$ cat config.mk
export PLATFORM = sky130hd
export DESIGN_NAME = npu_mem_arb
export DESIGN_NICKNAME = d
export VERILOG_FILES = /design/src/rtl/npu_mem_pkg.sv /design/src/rtl/npu_mem_rdret.sv /design/src/rtl/npu_mem_arb.sv
export SDC_FILE = /design/constraint.sdc
export NUM_CORES = 1
export LEC_CHECK = 0
export ABC_AREA = 1
export CORE_ASPECT_RATIO = 1.1
export CORE_MARGIN = 10
export CORE_UTILIZATION = 38
export CTS_BUF_LIST = sky130_fd_sc_hd__clkbuf_4 sky130_fd_sc_hd__clkbuf_8 sky130_fd_sc_hd__clkbuf_16
export DETAILED_ROUTE_END_ITERATION = 10
export PLACE_DENSITY = 0.81
export SLEW_MARGIN = 20
export SYNTH_ARGS = -nofsm -noshare
export SYNTH_HDL_FRONTEND = slang
export SYNTH_SLANG_ARGS = --single-unit
$ cat constraint.sdc
create_clock -name clk -period 2.2 [get_ports clk]
set_input_delay 0.22 -clock clk [delete_from_list [all_inputs] [get_ports clk]]
set_output_delay 0.22 -clock clk [all_outputs]
set_load 0.02 [all_outputs]
$ cat src/rtl/npu_mem_pkg.sv
`default_nettype none
// ============================================================================
// Module      : npu_mem_pkg
// Description : Shared types and constants for the NPU scratch-RAM arbiter:
//               arbitration state encoding, read-owner encoding and a
//               saturating 8-bit increment used by the starvation counter.
// Revision    : 1.0 - initial release
// ============================================================================
package npu_mem_pkg;

    // Word address width of the 2048-entry banked scratch RAM
    localparam int NPU_MEM_ADDR_W = 11;

    // Owner tag carried alongside an outstanding read
    localparam logic OWN_NPU  = 1'b0;
    localparam logic OWN_HOST = 1'b1;

    // Who currently holds arbitration preference
    typedef enum logic [1:0] {
        ARB_NPU  = 2'd0,
        ARB_HOST = 2'd1,
        ARB_LOCK = 2'd2
    } arb_state_t;

    // Increment that sticks at 255 instead of wrapping
    function automatic logic [7:0] sat_inc8(input logic [7:0] v);
        return (v == 8'hFF) ? v : v + 8'd1;
    endfunction

endpackage
`default_nettype wire

$ cat src/rtl/npu_mem_rdret.sv
`default_nettype none
// ============================================================================
// Module      : npu_mem_rdret
// Description : Read-return path. Remembers whether the previous cycle issued
//               a read and for whom, then steers the RAM output to that
//               owner's rvalid/rdata. Each owner's rdata is held until its
//               next read return.
// Revision    : 1.0 - initial release
// ============================================================================
module npu_mem_rdret
    import npu_mem_pkg::*;
#(
    parameter int DATA_W = 8
) (
    input  logic              clk,
    input  logic              rst_n,
    input  logic              i_rd_issue,
    input  logic              i_rd_owner,
    input  logic [DATA_W-1:0] i_mem_dout,
    output logic              o_npu_rvalid,
    output logic [DATA_W-1:0] o_npu_rdata,
    output logic              o_host_rvalid,
    output logic [DATA_W-1:0] o_host_rdata
);

    logic              r_rd_pend;
    logic              r_rd_owner;
    logic [DATA_W-1:0] r_npu_rdata;
    logic [DATA_W-1:0] r_host_rdata;
    logic              w_npu_hit;
    logic              w_host_hit;

    // RAM data is valid the cycle after the grant; reset drops it immediately
    assign w_npu_hit  = rst_n & r_rd_pend & (r_rd_owner == OWN_NPU);
    assign w_host_hit = rst_n & r_rd_pend & (r_rd_owner == OWN_HOST);

    // Track the outstanding read and keep the last returned word per owner
    always_ff @(posedge clk) begin
        if (!rst_n) begin
            r_rd_pend    <= 1'b0;
            r_rd_owner   <= OWN_NPU;
            r_npu_rdata  <= '0;
            r_host_rdata <= '0;
        end else begin
            r_rd_pend <= i_rd_issue;
            if (i_rd_issue) begin
                r_rd_owner <= i_rd_owner;
            end
            if (w_npu_hit) begin
                r_npu_rdata <= i_mem_dout;
            end
            if (w_host_hit) begin
                r_host_rdata <= i_mem_dout;
            end
        end
    end

    assign o_npu_rvalid  = w_npu_hit;
    assign o_host_rvalid = w_host_hit;
    assign o_npu_rdata   = w_npu_hit  ? i_mem_dout : r_npu_rdata;
    assign o_host_rdata  = w_host_hit ? i_mem_dout : r_host_rdata;

endmodule
`default_nettype wire

$ cat src/rtl/npu_mem_arb.sv
`default_nettype none
// ============================================================================
// Module      : npu_mem_arb
// Description : Two-port arbiter in front of the NPU banked scratch RAM.
//               NPU has priority; a starvation counter forces a host slot
//               after MAX_WAIT denied cycles; an NPU lock holds ownership
//               for bursts. One access per cycle, combinational grant.
// Revision    : 1.0 - initial release
// ============================================================================
module npu_mem_arb
    import npu_mem_pkg::*;
#(
    parameter int                  ADDR_W   = NPU_MEM_ADDR_W,
    parameter int                  DATA_W   = 8,
    parameter int                  MEMSEL_W = 6,
    parameter int                  REGSEL_W = 14,
    parameter logic [MEMSEL_W-1:0] MEM_ADDR = 6'b000000,
    parameter int                  MAX_WAIT = 8
) (
    input  logic                clk,
    input  logic                rst_n,
    input  logic                npu_req,
    input  logic                npu_we,
    input  logic                npu_lock,
    input  logic [ADDR_W-1:0]   npu_addr,
    input  logic [DATA_W-1:0]   npu_wdata,
    output logic                npu_gnt,
    output logic                npu_rvalid,
    output logic [DATA_W-1:0]   npu_rdata,
    input  logic                host_req,
    input  logic                host_we,
    input  logic [ADDR_W-1:0]   host_addr,
    input  logic [DATA_W-1:0]   host_wdata,
    output logic                host_gnt,
    output logic                host_rvalid,
    output logic [DATA_W-1:0]   host_rdata,
    output logic [MEMSEL_W-1:0] mem_adr,
    output logic [REGSEL_W-1:0] reg_adr,
    output logic [DATA_W-1:0]   mem_din,
    output logic                mem_we,
    input  logic [DATA_W-1:0]   mem_dout,
    output logic [7:0]          starve_cnt
);

    localparam logic [7:0] c_max_wait  = 8'(MAX_WAIT);
    localparam logic [7:0] c_wait_last = 8'(MAX_WAIT - 1);

    arb_state_t        r_state;
    arb_state_t        w_state_nxt;
    logic [7:0]        r_starve_cnt;
    logic [7:0]        w_starve_nxt;
    logic              w_npu_gnt;
    logic              w_host_gnt;
    logic              w_host_denied;
    logic [ADDR_W-1:0] w_addr;
    logic [DATA_W-1:0] w_din;
    logic              w_we;
    logic              w_rd_issue;

    // Grant selection, host wait count update and next ownership state
    always_comb begin
        w_npu_gnt   = 1'b0;
        w_host_gnt  = 1'b0;
        w_state_nxt = r_state;

        case (r_state)
            ARB_HOST: begin
                w_host_gnt = host_req;
                w_npu_gnt  = npu_req & ~host_req;
            end
            ARB_LOCK: begin
                w_npu_gnt = npu_req;
            end
            default: begin
                w_npu_gnt  = npu_req;
                w_host_gnt = host_req & ~npu_req;
            end
        endcase

        // Nothing may reach the RAM while reset is asserted
        if (!rst_n) begin
            w_npu_gnt  = 1'b0;
            w_host_gnt = 1'b0;
        end

        w_host_denied = host_req & ~w_host_gnt;
        w_starve_nxt  = w_host_gnt    ? 8'd0 :
                        w_host_denied ? sat_inc8(r_starve_cnt) : r_starve_cnt;

        case (r_state)
            ARB_NPU: begin
                // A lock request beats a pending starvation hand-over;
                // the count keeps running and is re-examined at unlock
                if (w_npu_gnt && npu_lock) begin
                    w_state_nxt = ARB_LOCK;
                end else if (w_host_denied && (r_starve_cnt == c_wait_last)) begin
                    w_state_nxt = ARB_HOST;
                end
            end
            ARB_HOST: begin
                // The forced slot lasts one cycle: used by the host, or
                // given back at once when the host is idle
                if (w_npu_gnt && npu_lock) begin
                    w_state_nxt = ARB_LOCK;
                end else begin
                    w_state_nxt = ARB_NPU;
                end
            end
            ARB_LOCK: begin
                if (w_npu_gnt && !npu_lock) begin
                    w_state_nxt = (w_starve_nxt >= c_max_wait) ? ARB_HOST : ARB_NPU;
                end
            end
            default: begin
                w_state_nxt = ARB_NPU;
            end
        endcase
    end

    // Ownership state and host starvation counter
    always_ff @(posedge clk) begin
        if (!rst_n) begin
            r_state      <= ARB_NPU;
            r_starve_cnt <= 8'd0;
        end else begin
            r_state      <= w_state_nxt;
            r_starve_cnt <= w_starve_nxt;
        end
    end

    // Route the granted requester onto the RAM port; idle cycles drive zeros
    always_comb begin
        w_addr = '0;
        w_din  = '0;
        w_we   = 1'b0;
        if (w_host_gnt) begin
            w_addr = host_addr;
            w_din  = host_wdata;
            w_we   = host_we;
        end else if (w_npu_gnt) begin
            w_addr = npu_addr;
            w_din  = npu_wdata;
            w_we   = npu_we;
        end
    end

    // Zero-extend the word address into the RAM register-select field
    always_comb begin
        reg_adr               = '0;
        reg_adr[ADDR_W-1:0]   = w_addr;
    end

    assign w_rd_issue = (w_npu_gnt | w_host_gnt) & ~w_we;

    assign npu_gnt    = w_npu_gnt;
    assign host_gnt   = w_host_gnt;
    assign mem_adr    = MEM_ADDR;
    assign mem_din    = w_din;
    assign mem_we     = w_we;
    assign starve_cnt = r_starve_cnt;

    npu_mem_rdret #(
        .DATA_W (DATA_W)
    ) u_rdret (
        .clk           (clk),
        .rst_n         (rst_n),
        .i_rd_issue    (w_rd_issue),
        .i_rd_owner    (w_host_gnt ? OWN_HOST : OWN_NPU),
        .i_mem_dout    (mem_dout),
        .o_npu_rvalid  (npu_rvalid),
        .o_npu_rdata   (npu_rdata),
        .o_host_rvalid (host_rvalid),
        .o_host_rdata  (host_rdata)
    );

endmodule
`default_nettype wire
# After elaboration in Yosys (flattened, before gate mapping)
# Index checks and enable logic that the tools add are counted.
# op_classes
n_addsub	1
n_mul	0
n_div	0
order_cmp	1
n_eq_ne	6
shifts	0
muxes	22
bitwise_logic	13
n_reduce_logical	6
# op_table
operator	n
two-way mux 8 bit	7
two-way mux 11 bit	2
adder 8 x 1 -> 8 bit, second input constant	1
equality test 8 x 3 -> 1 bit, second input constant	1
equality test 8 bit, second input constant	1
>= comparator 8 x 4 -> 1 bit, second input constant	1
two-way mux 2 bit	4
AND 1 bit	7
two-way mux 1 bit	7
one-hot mux 2 bit (3 select lines)	1
inverter 1 bit	5
logical AND 1 bit	3
!= test 3 bit, second input constant	1
equality test 2 x 1 -> 1 bit, second input constant	1
equality test 2 bit, second input constant	1
zero test 2 bit	1
!= test 2 bit, second input constant	1
one-hot mux 1 bit (2 select lines)	1
AND reduction 2 bit	1
zero test 1 bit	1
OR 1 bit	1
# word_totals
regBits	28
latchBits	0
mem_bits_rw	0
mem_bits_ro	0
input_bits	53
out_inout_bits	57
word_cells	55
n_memories	0

# Longest topological paths before layout
# Gate-level depths: netlist (run 1).
# depth
word_depth	12
depth_mapped	16
ltp_nobuf	16

# Modules after synthesis
# From an unflattened synthesis (run 1), not the netlist that was laid out.
# hier_totals
hier_cells	327
area_unflattened_um2	1896.8
# modules_own_cells
mod	instances	cells_per_inst	area_per_inst_um2	seq_area_each_um2
npu_mem_arb	1	189	1046.0	200.2
npu_mem_rdret	1	138	850.8	360.3

# Worst setup path after synthesis (run 1)
# Ideal clock, no wire load.
# synth_timing
kind	register to output
startpoint	register r_state[0]
endpoint	output port mem_din[0]
t_arrival_ps	1575
slack_ps	405
stages_incl_launch_ff	9
path_buffers	1
path_cell_list	dfxtp_1 -> inv_1 -> ha_1 -> nand2_1 -> nand3_4 -> inv_1 -> clkbuf_1 -> nand2_1 -> nand2_1
# synth_via
elab_chain_cells	5
word_cells_on_any_way	8
# synth_lines
item	line_no	source
start, declared	npu_mem_arb.sv:48	arb_state_t r_state;
start signal, assigned	npu_mem_arb.sv:126	r_state <= w_state_nxt;
equality test 2 x 1 -> 1 bit	npu_mem_arb.sv:66	case (r_state)
two-way mux 1 bit	npu_mem_arb.sv:66	
two-way mux 1 bit	npu_mem_arb.sv:81	if (!rst_n) begin
two-way mux 8 bit	npu_mem_arb.sv:140	end else if (w_npu_gnt) begin
two-way mux 8 bit (*)	npu_mem_arb.sv:136	if (w_host_gnt) begin
end, declared	npu_mem_arb.sv:39	output logic [DATA_W-1:0] mem_din,
# Mark *: on every way between the ends. The rest lies on a longest branch, timed or not.

# Worst setup path in the final report (run 1)
# layout_timing
startpoint	input port rst_n
endpoint	output port host_rvalid
# layout_via
elab_chain_cells	2
# layout_lines
item	line_no	source
start, declared	npu_mem_arb.sv:21	input logic rst_n,
AND 1 bit (2 in a row)	npu_mem_rdret.sv:35	assign w_host_hit = rst_n & r_rd_pend & (r_rd_owner == OWN_HOST);
end, declared	npu_mem_arb.sv:35	output logic host_rvalid,
# No other way between the ends.

==> impl_metrics.ini, run 1 <==
[outcome]
status = finished, final reports clean

[floorplanning]
io_pins = 110
initial_core_util_pct = 39.61
die_w_um = 86.63
row_count = 26
fp.dieArea_mm2 = 0.008081
core_area_mm2 = 0.004684
dieHeight_um = 93.29

[placed_design]
hpwl_um = 5272
gp_congestion = 0.8364
placed_area_mm2 = 0.003034
io_buffer_count = 100

[clock_tree]
cts_setup_buffers = 0
numCtsBuffers = 3
htree_levels = 1
cts_num_sinks = 28
root_buffer = clkbuf_8
clk_path_buf_depth = 2
path_clk_slew_ps = 90
cts_tree = built
cts_hold_buffers = 0
insertion_delay_ps = 280

[critical_path]
cp-start-kind = input pin
critical-path-top-delay-family = buffers and inverters
worstSetupPathType = input pin to output pin
r2r_slack_ps = 220
endpoint = host_rvalid
cp_cell_sequence = clkdlybuf4s50_1 -> and3_4 -> buf_4 -> clkdlybuf4s50_1
end_kind = output pin
reg2reg_to = r_state[1]$_SDFFE_PN0P_
cpMostUsedCell = clkdlybuf4s50_1
crit_fanout = 15
r2r_cells = 12
r2r_start = r_state[0]$_SDFFE_PN0P_
cp.depth = 4
critPathMaxStageDelay_ps = 610
cp_num_buf_inv = 3
startpoint = rst_n
cp.required_ps = 1980
worstPathArrival_ps = 1900
slowest_stage = clkdlybuf4s50_1

[sta]
fin_hold_ws_ps = 532.4
min_period_ps = 2115
min_period_over_period_pct = 96.16
worst_clock_skew_ps = 11.26
setup_viol = 0
hold_viol = 0
rsz0062_at_grt = no
max_freq_ghz = 0.4727
slew_violations = 0

[synthesis]
synth_compound_area_share_pct = 11.87
synth_xor_area_share_pct = 0.9440
synth_top_family_by_area = simple AND/OR/NAND/NOR gates
netlist_area_mm2 = 0.001856
synth_seq_cells = 28
asyncSetResetFlopFracSynth_pct = 0
synthMuxAreaShare_pct = 0
ys_seq_area_share_pct = 30.21
syn_inst = 297
synth_simple_gate_area_share_pct = 38.23
synth_fa_ha_area_share_pct = 3.372
synth_edf_count = 0
synth_ff_type = dfxtp_1
synth.avg_cell_area_um2 = 6.248
synth_cell_type_count = 28
ys_warn_count = 0

[global_routing]
grt_pass1_wl_um = 10170
grt_overflow = 0
grt_pass1_vias = 2335
grt_max_degree = 25
antenna_found_initial = 0
track_usage_pct = 15.18

[worst_hold_path]
hp-class = flip-flop to flip-flop

[layout]
layout_commonest_cell = nand2_1
utilization_pct = 64.00
fillers = 428
antennaDiodeCount = 0
layout.cells.most_common_list = nand2_1, clkdlybuf4s50_1, inv_1
multi_input_area_mm2 = 0.001055
design_area_mm2 = 0.002998
final-seq-area_um2 = 560.5
layout-drive-gt1-share_pct = 17.96
area_growth_pct = 61.56
nNetsFinal = 471

[route]
drc = 0
wl_um = 6208
ant_nets = 0
via_count = 2175
vias_per_cell = 4.647
drt_iter0_drc = 43
wl_per_cell_um = 13.26
drt_pass1_iterations = 4

[job]
maxCapViolCount = 0

[power]
leakage_nw = 1.620
peakVddDrop_uv = 364.0
power.density_mw_per_mm2 = 539.0
==> synth_stat cells (4+ instances only) <==
library cell,number,area [um2]
inv_2,4,15.01
buf_4,9,67.56
a21oi_1,12,60.06
clkbuf_1,6,22.52
o21ai_0,11,55.05
ha_1,5,62.56
nand2_1,96,360.4
a211oi_1,9,67.56
inv_1,43,161.4
dfxtp_1,28,560.5
or2_2,16,100.1
nand3_1,11,55.05
nor2_1,23,86.33
o21ai_1,4,20.02
==> cells by family (layout without fill, tap and decap cells) <==
group / count (synthesis) / in the layout
and+or+nand+nor: 158 / 158
other: 1 / 9
adders and majority gates: 5 / 5
xor gates and xnor gates: 2 / 2
DFF: 28 / 28
buffers and inverters: 65 / 172
AOI/OAI and AO/OA: 38 / 38
==> stage by stage <==
step	setup slack, ps	setup TNS [ps]	instances	power [mW]
6_report	84.54	0	468	1.616
3_5_place_dp	-139.7	-3155	464	1.266
4_1_cts	34.82	0	468	1.629
2_1_floorplan	405.3	0	305	0.9251
3_3_place_gp	-122.5	-2663	464	1.253
5_1_grt	0.4219	0	468	1.713
==> power by group <==
group	total (mW)	leakage (nW)	internal, mW	switching, mW
logic	0.642	1.36	0.289	0.353
clock network	0.406	0.0357	0.244	0.162
registers	0.568	0.228	0.541	0.0263
total	1.62	1.62	1.07	0.541
==> layer usage <==
metal | up-vias | share of wire (%) | GRT usage [%] | wire (um)
li1 | 1123 | - | - | -
met1 | 961 | 36 | 13.92 | 2249
met2 | 85 | 50 | 27.89 | 3132
met3 | 6 | 12 | 7.813 | 752
met4 | 0 | 1.2 | 5.270 | 73
met5 | - | 0 | 0 | 0
==> registers in the layout (all words and copies together) (netlist names) <==
signal,flops
starve_cnt,8
u_rdret.r_rd_pend,1
r_state,2
u_rdret.r_rd_owner,1
u_rdret.r_host_rdata,8
u_rdret.r_npu_rdata,8
==> what timing repair did <==
item,CTS,global route
gates resized for setup,39,49
setup endpoints to repair,38,26
gates cloned,0,0
==> final cells by class <==
class	instances	area share (%)
clock buffer	3	1.377
clock inverter	1	1.002
inverter	47	5.885
multi-input combinational	212	35.18
sequential	28	18.70
tap	56	2.337
timing repair buffer	121	35.52
==> tightest hold or removal path: stages (launching register included) <==
cell	delay (ps)
dfxtp_1	360
nand2_1	80
a21oi_1	50
==> worst min-delay path by stage <==
stage / end / from / slack, ps / cells after the start
final: u_rdret.r_rd_owner$_SDFFE_PN0P_ / u_rdret.r_rd_owner$_SDFFE_PN0P_ / 530 / 2
after global placement: u_rdret.r_rd_owner$_SDFFE_PN0P_ / u_rdret.r_rd_owner$_SDFFE_PN0P_ / 500 / 2
after detailed placement: u_rdret.r_rd_owner$_SDFFE_PN0P_ / u_rdret.r_rd_owner$_SDFFE_PN0P_ / 510 / 2
after CTS: u_rdret.r_rd_owner$_SDFFE_PN0P_ / u_rdret.r_rd_owner$_SDFFE_PN0P_ / 530 / 2
after global routing: u_rdret.r_host_rdata[4]$_SDFF_PN0_ / mem_dout[4] / 570 / 3
after floorplan: u_rdret.r_host_rdata[0]$_SDFF_PN0_ / mem_dout[0] / 380 / 2
(Power assumes the default switching activity.)
==> inputs of run 2 (changes only) <==
==> constraint.sdc (replaced) <==
create_clock -name clk -period 2.2 [get_ports clk]
set_input_delay 0.44 -clock clk [delete_from_list [all_inputs] [get_ports clk]]
set_output_delay 0.44 -clock clk [all_outputs]
set_load 0.02 [all_outputs]
==> run 2 against run 1 <==
Effect of this change: register-to-register slack about the same; die area unchanged; combinational power up 10%; clock power up 2%; clock skew down 1.9 ps; final cell count up 1.9%; critical path depth up 3; critical endpoint is now npu_gnt; fmax down 1.6%.
==> impl_metrics.ini, run 2 (synthesis gave the netlist of run 1 again) <==
[global_routing]
grt_overflow = 0
grt_max_degree = 25
track_usage_pct = 14.55
grt_pass1_wl_um = 9756
grt_pass1_vias = 2269
antenna_found_initial = 0

[floorplanning]
dieHeight_um = 93.29
row_count = 26
core_area_mm2 = 0.004684
initial_core_util_pct = 39.61
die_w_um = 86.63
io_pins = 110
fp.dieArea_mm2 = 0.008081

[power]
leakage_nw = 1.654
power.density_mw_per_mm2 = 536.2
peakVddDrop_uv = 377.1
fin_total_pwr_mw = 1.689

[sta]
worst_clock_skew_ps = 9.352
setup_viol = 0
hold_viol = 0
min_period_over_period_pct = 97.74
min_period_ps = 2150
fin_hold_ws_ps = 540.4
slew_violations = 0
fin_ws_ps = 49.65
max_freq_ghz = 0.4650

[placed_design]
dp.cells = 471
io_buffer_count = 100
hpwl_um = 5145
pre_cts_ws_ps = -560.7
gp_congestion = 0.8749

[clock_tree]
root_buffer = clkbuf_8
numCtsBuffers = 3
cts_setup_buffers = 0
htree_levels = 1
path_clk_slew_ps = 90
cts_tree = built
clk_path_buf_depth = 2
cts_num_sinks = 28
insertion_delay_ps = 290

[layout]
layout.cells.most_common_list = nand2_1, clkdlybuf4s50_1, buf_4
nNetsFinal = 480
final-instance-count-excl-fill = 477
layout-drive-gt1-share_pct = 23.99
area_growth_pct = 69.72
fillers = 426
utilization_pct = 67.23
antennaDiodeCount = 0
layout_commonest_cell = nand2_1

[critical_path]
worstPathArrival_ps = 1710
cp-start-kind = flip-flop
crit_fanout = 10
worstSetupPathType = flip-flop to output pin
end_kind = output pin
cp.required_ps = 1760

[outcome]
status = finished, final reports clean

[route]
wl_um = 6334
drc = 0
ant_nets = 0
drt_iter0_drc = 89
wl_per_cell_um = 13.28
drt_pass1_iterations = 4
vias_per_cell = 4.581
via_count = 2185

[worst_hold_path]
hp-class = flip-flop to flip-flop

[job]
maxCapViolCount = 0
-- run 2: cell count changes in the layout (fill, tap and decap cells not counted), sizes merged --
cell	delta
clkdlybuf4s15	+7
dlygate4sd2	-12
clkdlybuf4s50	-3
buf	+28
clkbuf	-11
-- run 2: repair_timing --
action                                  in CTS  in global routing
resized for setup                          120                 43
hold buffers                                 0                  0
endpoints found under the hold margin        0                  0
cloned                                       0                  2
endpoints found under the setup margin      40                 35
-- run 2: per-stage QoR --
stage | instance area, um2 | setup TNS (ps)
after CTS | 3050 | 0
after global placement | 3087 | -20000
after detailed placement | 3087 | -20460
after floorplan | 1886 | 0
after global routing | 3149 | -227.2
final | 3149 | 0
-- run 2: path summary, 6_finish.rpt --
check / start / end / depth (start not counted) / slack [ps]
worst max register to register: r_state[0]$_SDFFE_PN0P_ / r_state[1]$_SDFFE_PN0P_ / 12 / 220
worst min register to register: u_rdret.r_rd_owner$_SDFFE_PN0P_ / u_rdret.r_rd_owner$_SDFFE_PN0P_ / 2 / 540
worst min-delay path: u_rdret.r_rd_owner$_SDFFE_PN0P_ / u_rdret.r_rd_owner$_SDFFE_PN0P_ / 2 / 540
worst max-delay path: r_state[0]$_SDFFE_PN0P_ / npu_gnt / 7 / 50
-- run 2: power by group --
| group | internal (mW) | leakage, nW | switching (mW) |
|---|---|---|---|
| registers | 0.542 | 0.229 | 0.0264 |
| logic | 0.341 | 1.39 | 0.365 |
| clock network | 0.244 | 0.0357 | 0.171 |
| total | 1.13 | 1.65 | 0.562 |
-- run 2: area by class of cell --
type	count	area, um2	share of cell area (%)
clock buffers	3	41.29	1.311
clock inverters	1	30.03	0.9535
inverters	47	181.4	5.761
multi-input cells	212	1074	34.09
flip-flops and latches	28	561.8	17.84
well taps	56	70.07	2.225
repair buffers	130	1191	37.82
-- run 2: layer usage --
layer  wire length [um]  vias to the layer above  share of wire [%]  GRT usage [%]
met3                751                        7                 12          7.726
met2               3142                       76                 50          25.92
met4                 84                        0                1.3          5.135
li1                   -                     1147                  -              -
met1               2355                      955                 37          13.83
met5                  0                        -                  0              0
-- run 2: critical path: stages (launching register included) --
cell and delay, ps:
dfxtp_1 320, buf_4 140, ha_1 220, nand2_1 100, nand3_2 110, inv_4 120
clkbuf_16 160, clkdlybuf4s15_2 260
==> inputs of run 3 (changes only) <==
--- a/config.mk
+++ b/config.mk
@@ -7,7 +7,7 @@
 export LEC_CHECK = 0
 export ABC_AREA = 1
 export CORE_ASPECT_RATIO = 1.1
-export CORE_MARGIN = 10
+export CORE_MARGIN = 2
 export CORE_UTILIZATION = 38
 export CTS_BUF_LIST = sky130_fd_sc_hd__clkbuf_4 sky130_fd_sc_hd__clkbuf_8 sky130_fd_sc_hd__clkbuf_16
 export DETAILED_ROUTE_END_ITERATION = 10
==> run 3 against run 2 <==
Effect of this change: sequential share of layout area grew 0.48 points; via count shrank 1.6%; non-clock buffer count shrank 4; sequential cell count stayed put; sequential power about the same; fmax is 1.1% higher; worst setup slack improved by 24 ps; power shrank 2.1%; register-to-register slack better by 20 ps.
==> impl_metrics.ini, run 3 (synthesis gave the netlist of run 1 again) <==
[outcome]
status = finished, final reports clean

[power]
power.density_mw_per_mm2 = 537.8
peakVddDrop_uv = 265.5
leakage_nw = 1.651

[layout]
fillers = 427
layout_commonest_cell = nand2_1
layout.cells.most_common_list = nand2_1, clkdlybuf4s50_1, inv_1
layout-drive-gt1-share_pct = 23.02
nNetsFinal = 476
final-instance-count-excl-fill = 473
area_growth_pct = 65.61
antennaDiodeCount = 0
design_area_mm2 = 0.003073

[critical_path]
worstSetupPathType = input pin to output pin
cp_num_buf_inv = 4
cp.required_ps = 1760
r2r_cells = 17
crit_fanout = 20
r2r_slack_ps = 240
cp-start-kind = input pin
critPathMaxStageDelay_ps = 450
slowest_stage = clkdlybuf4s50_1
startpoint = host_req
critical-path-top-delay-family = buffers and inverters
end_kind = output pin
r2r_start = r_state[0]$_SDFFE_PN0P_
endpoint = npu_gnt
cp_cell_sequence = clkdlybuf4s50_1 -> nand2_1 -> nand3_1 -> inv_2 -> buf_12 -> dlygate4sd2_1
cp.depth = 6
worstPathArrival_ps = 1690
reg2reg_to = r_state[0]$_SDFFE_PN0P_

[sta]
worst_clock_skew_ps = 3.062
min_period_over_period_pct = 96.66
max_freq_ghz = 0.4703
slew_violations = 0
fin_setup_tns_ps = 0
hold_viol = 0
min_period_ps = 2126
rsz0062_at_grt = no
setup_viol = 0

[clock_tree]
cts_num_sinks = 28
insertion_delay_ps = 270
path_clk_slew_ps = 100
root_buffer = clkbuf_8
htree_levels = 1
clk_path_buf_depth = 2
numCtsBuffers = 3
cts_tree = built

[floorplanning]
die_w_um = 70.63
initial_core_util_pct = 39.61
io_pins = 110
row_count = 26
fp.dieArea_mm2 = 0.005459
dieHeight_um = 77.29
core_area_mm2 = 0.004684

[route]
wl_per_cell_um = 10.81
wl_um = 5115
drc = 0
drt_pass1_iterations = 4
drt_iter0_drc = 130
vias_per_cell = 4.545
via_count = 2150
ant_nets = 0

[global_routing]
grt_max_degree = 25
grt_pass1_wl_um = 8459
grt_overflow = 0
grt_pass1_vias = 2086
antenna_found_initial = 0
track_usage_pct = 18.57

[placed_design]
dp.cells = 468
io_buffer_count = 100
hpwl_um = 4079
gp_congestion = 0.8446
placed_area_mm2 = 0.003064

[worst_hold_path]
hold_start = u_rdret.r_rd_owner$_SDFFE_PN0P_
hp-class = flip-flop to flip-flop

[job]
maxCapViolCount = 0
[run 3: cell count changes in the layout (fill, tap and decap cells not counted), sizes merged]
cell           delta
buf               -4
clkbuf            -3
clkdlybuf4s15     -5
dlygate4sd2       +8
[run 3: how the worst min path moves through the flow]
stage	to	depth (start not counted)
2_1_floorplan	r_state[1]$_SDFFE_PN0P_	2
3_3_place_gp	u_rdret.r_rd_owner$_SDFFE_PN0P_	2
3_5_place_dp	u_rdret.r_rd_owner$_SDFFE_PN0P_	2
4_1_cts	u_rdret.r_rd_owner$_SDFFE_PN0P_	2
5_1_grt	u_rdret.r_rd_owner$_SDFFE_PN0P_	2
6_report	u_rdret.r_rd_owner$_SDFFE_PN0P_	2
[run 3: repair_timing]
item,CTS,global route
resized for setup,113,24
endpoints found under the setup margin,40,29
cloned,0,1
setup buffers,0,0
hold buffers,0,0
pin swaps,0,1
[run 3: power breakdown]
| part | switching (mW) | internal, mW |
|---|---|---|
| registers | 0.0260 | 0.542 |
| logic | 0.355 | 0.320 |
| clock network | 0.166 | 0.244 |
| total | 0.547 | 1.11 |
[run 3: final cells by class]
cell class | count | area (um2) | area share (%)
Timing Repair Buffer | 126 | 1104 | 35.91
Multi-Input combinational cell | 212 | 1086 | 35.34
Sequential cell | 28 | 563.0 | 18.32
Inverter | 47 | 178.9 | 5.822
Tap cell | 56 | 70.07 | 2.280
Clock buffer | 3 | 41.29 | 1.344
Clock inverter | 1 | 30.03 | 0.9772
[run 3: per-stage QoR]
stage	total power, mW	utilization [%]	worst slack (ps)	hold slack (ps)
final	1.653	65.60	73.58	530.9
after global placement	1.265	65.41	-553.9	500.3
after CTS	1.636	64.69	-38.69	533.0
after global routing	1.743	65.60	13.12	587.5
after floorplan	0.9251	-	185.3	478.4
after detailed placement	1.274	65.41	-608.8	508.3
[run 3: per-layer routing]
layer,part of all wire [%],global-route usage (%),vias up
met5,0,0,-
met4,1.5,6.604,0
met3,4.9,2.760,8
met2,52,35.19,80
met1,41,20.64,924
li1,-,-,1138
[run 3: tightest hold or removal path: stages, from the launching register on]
cell	delay (ps)
dfxtp_1	360
nand2_1	80
a21oi_1	50
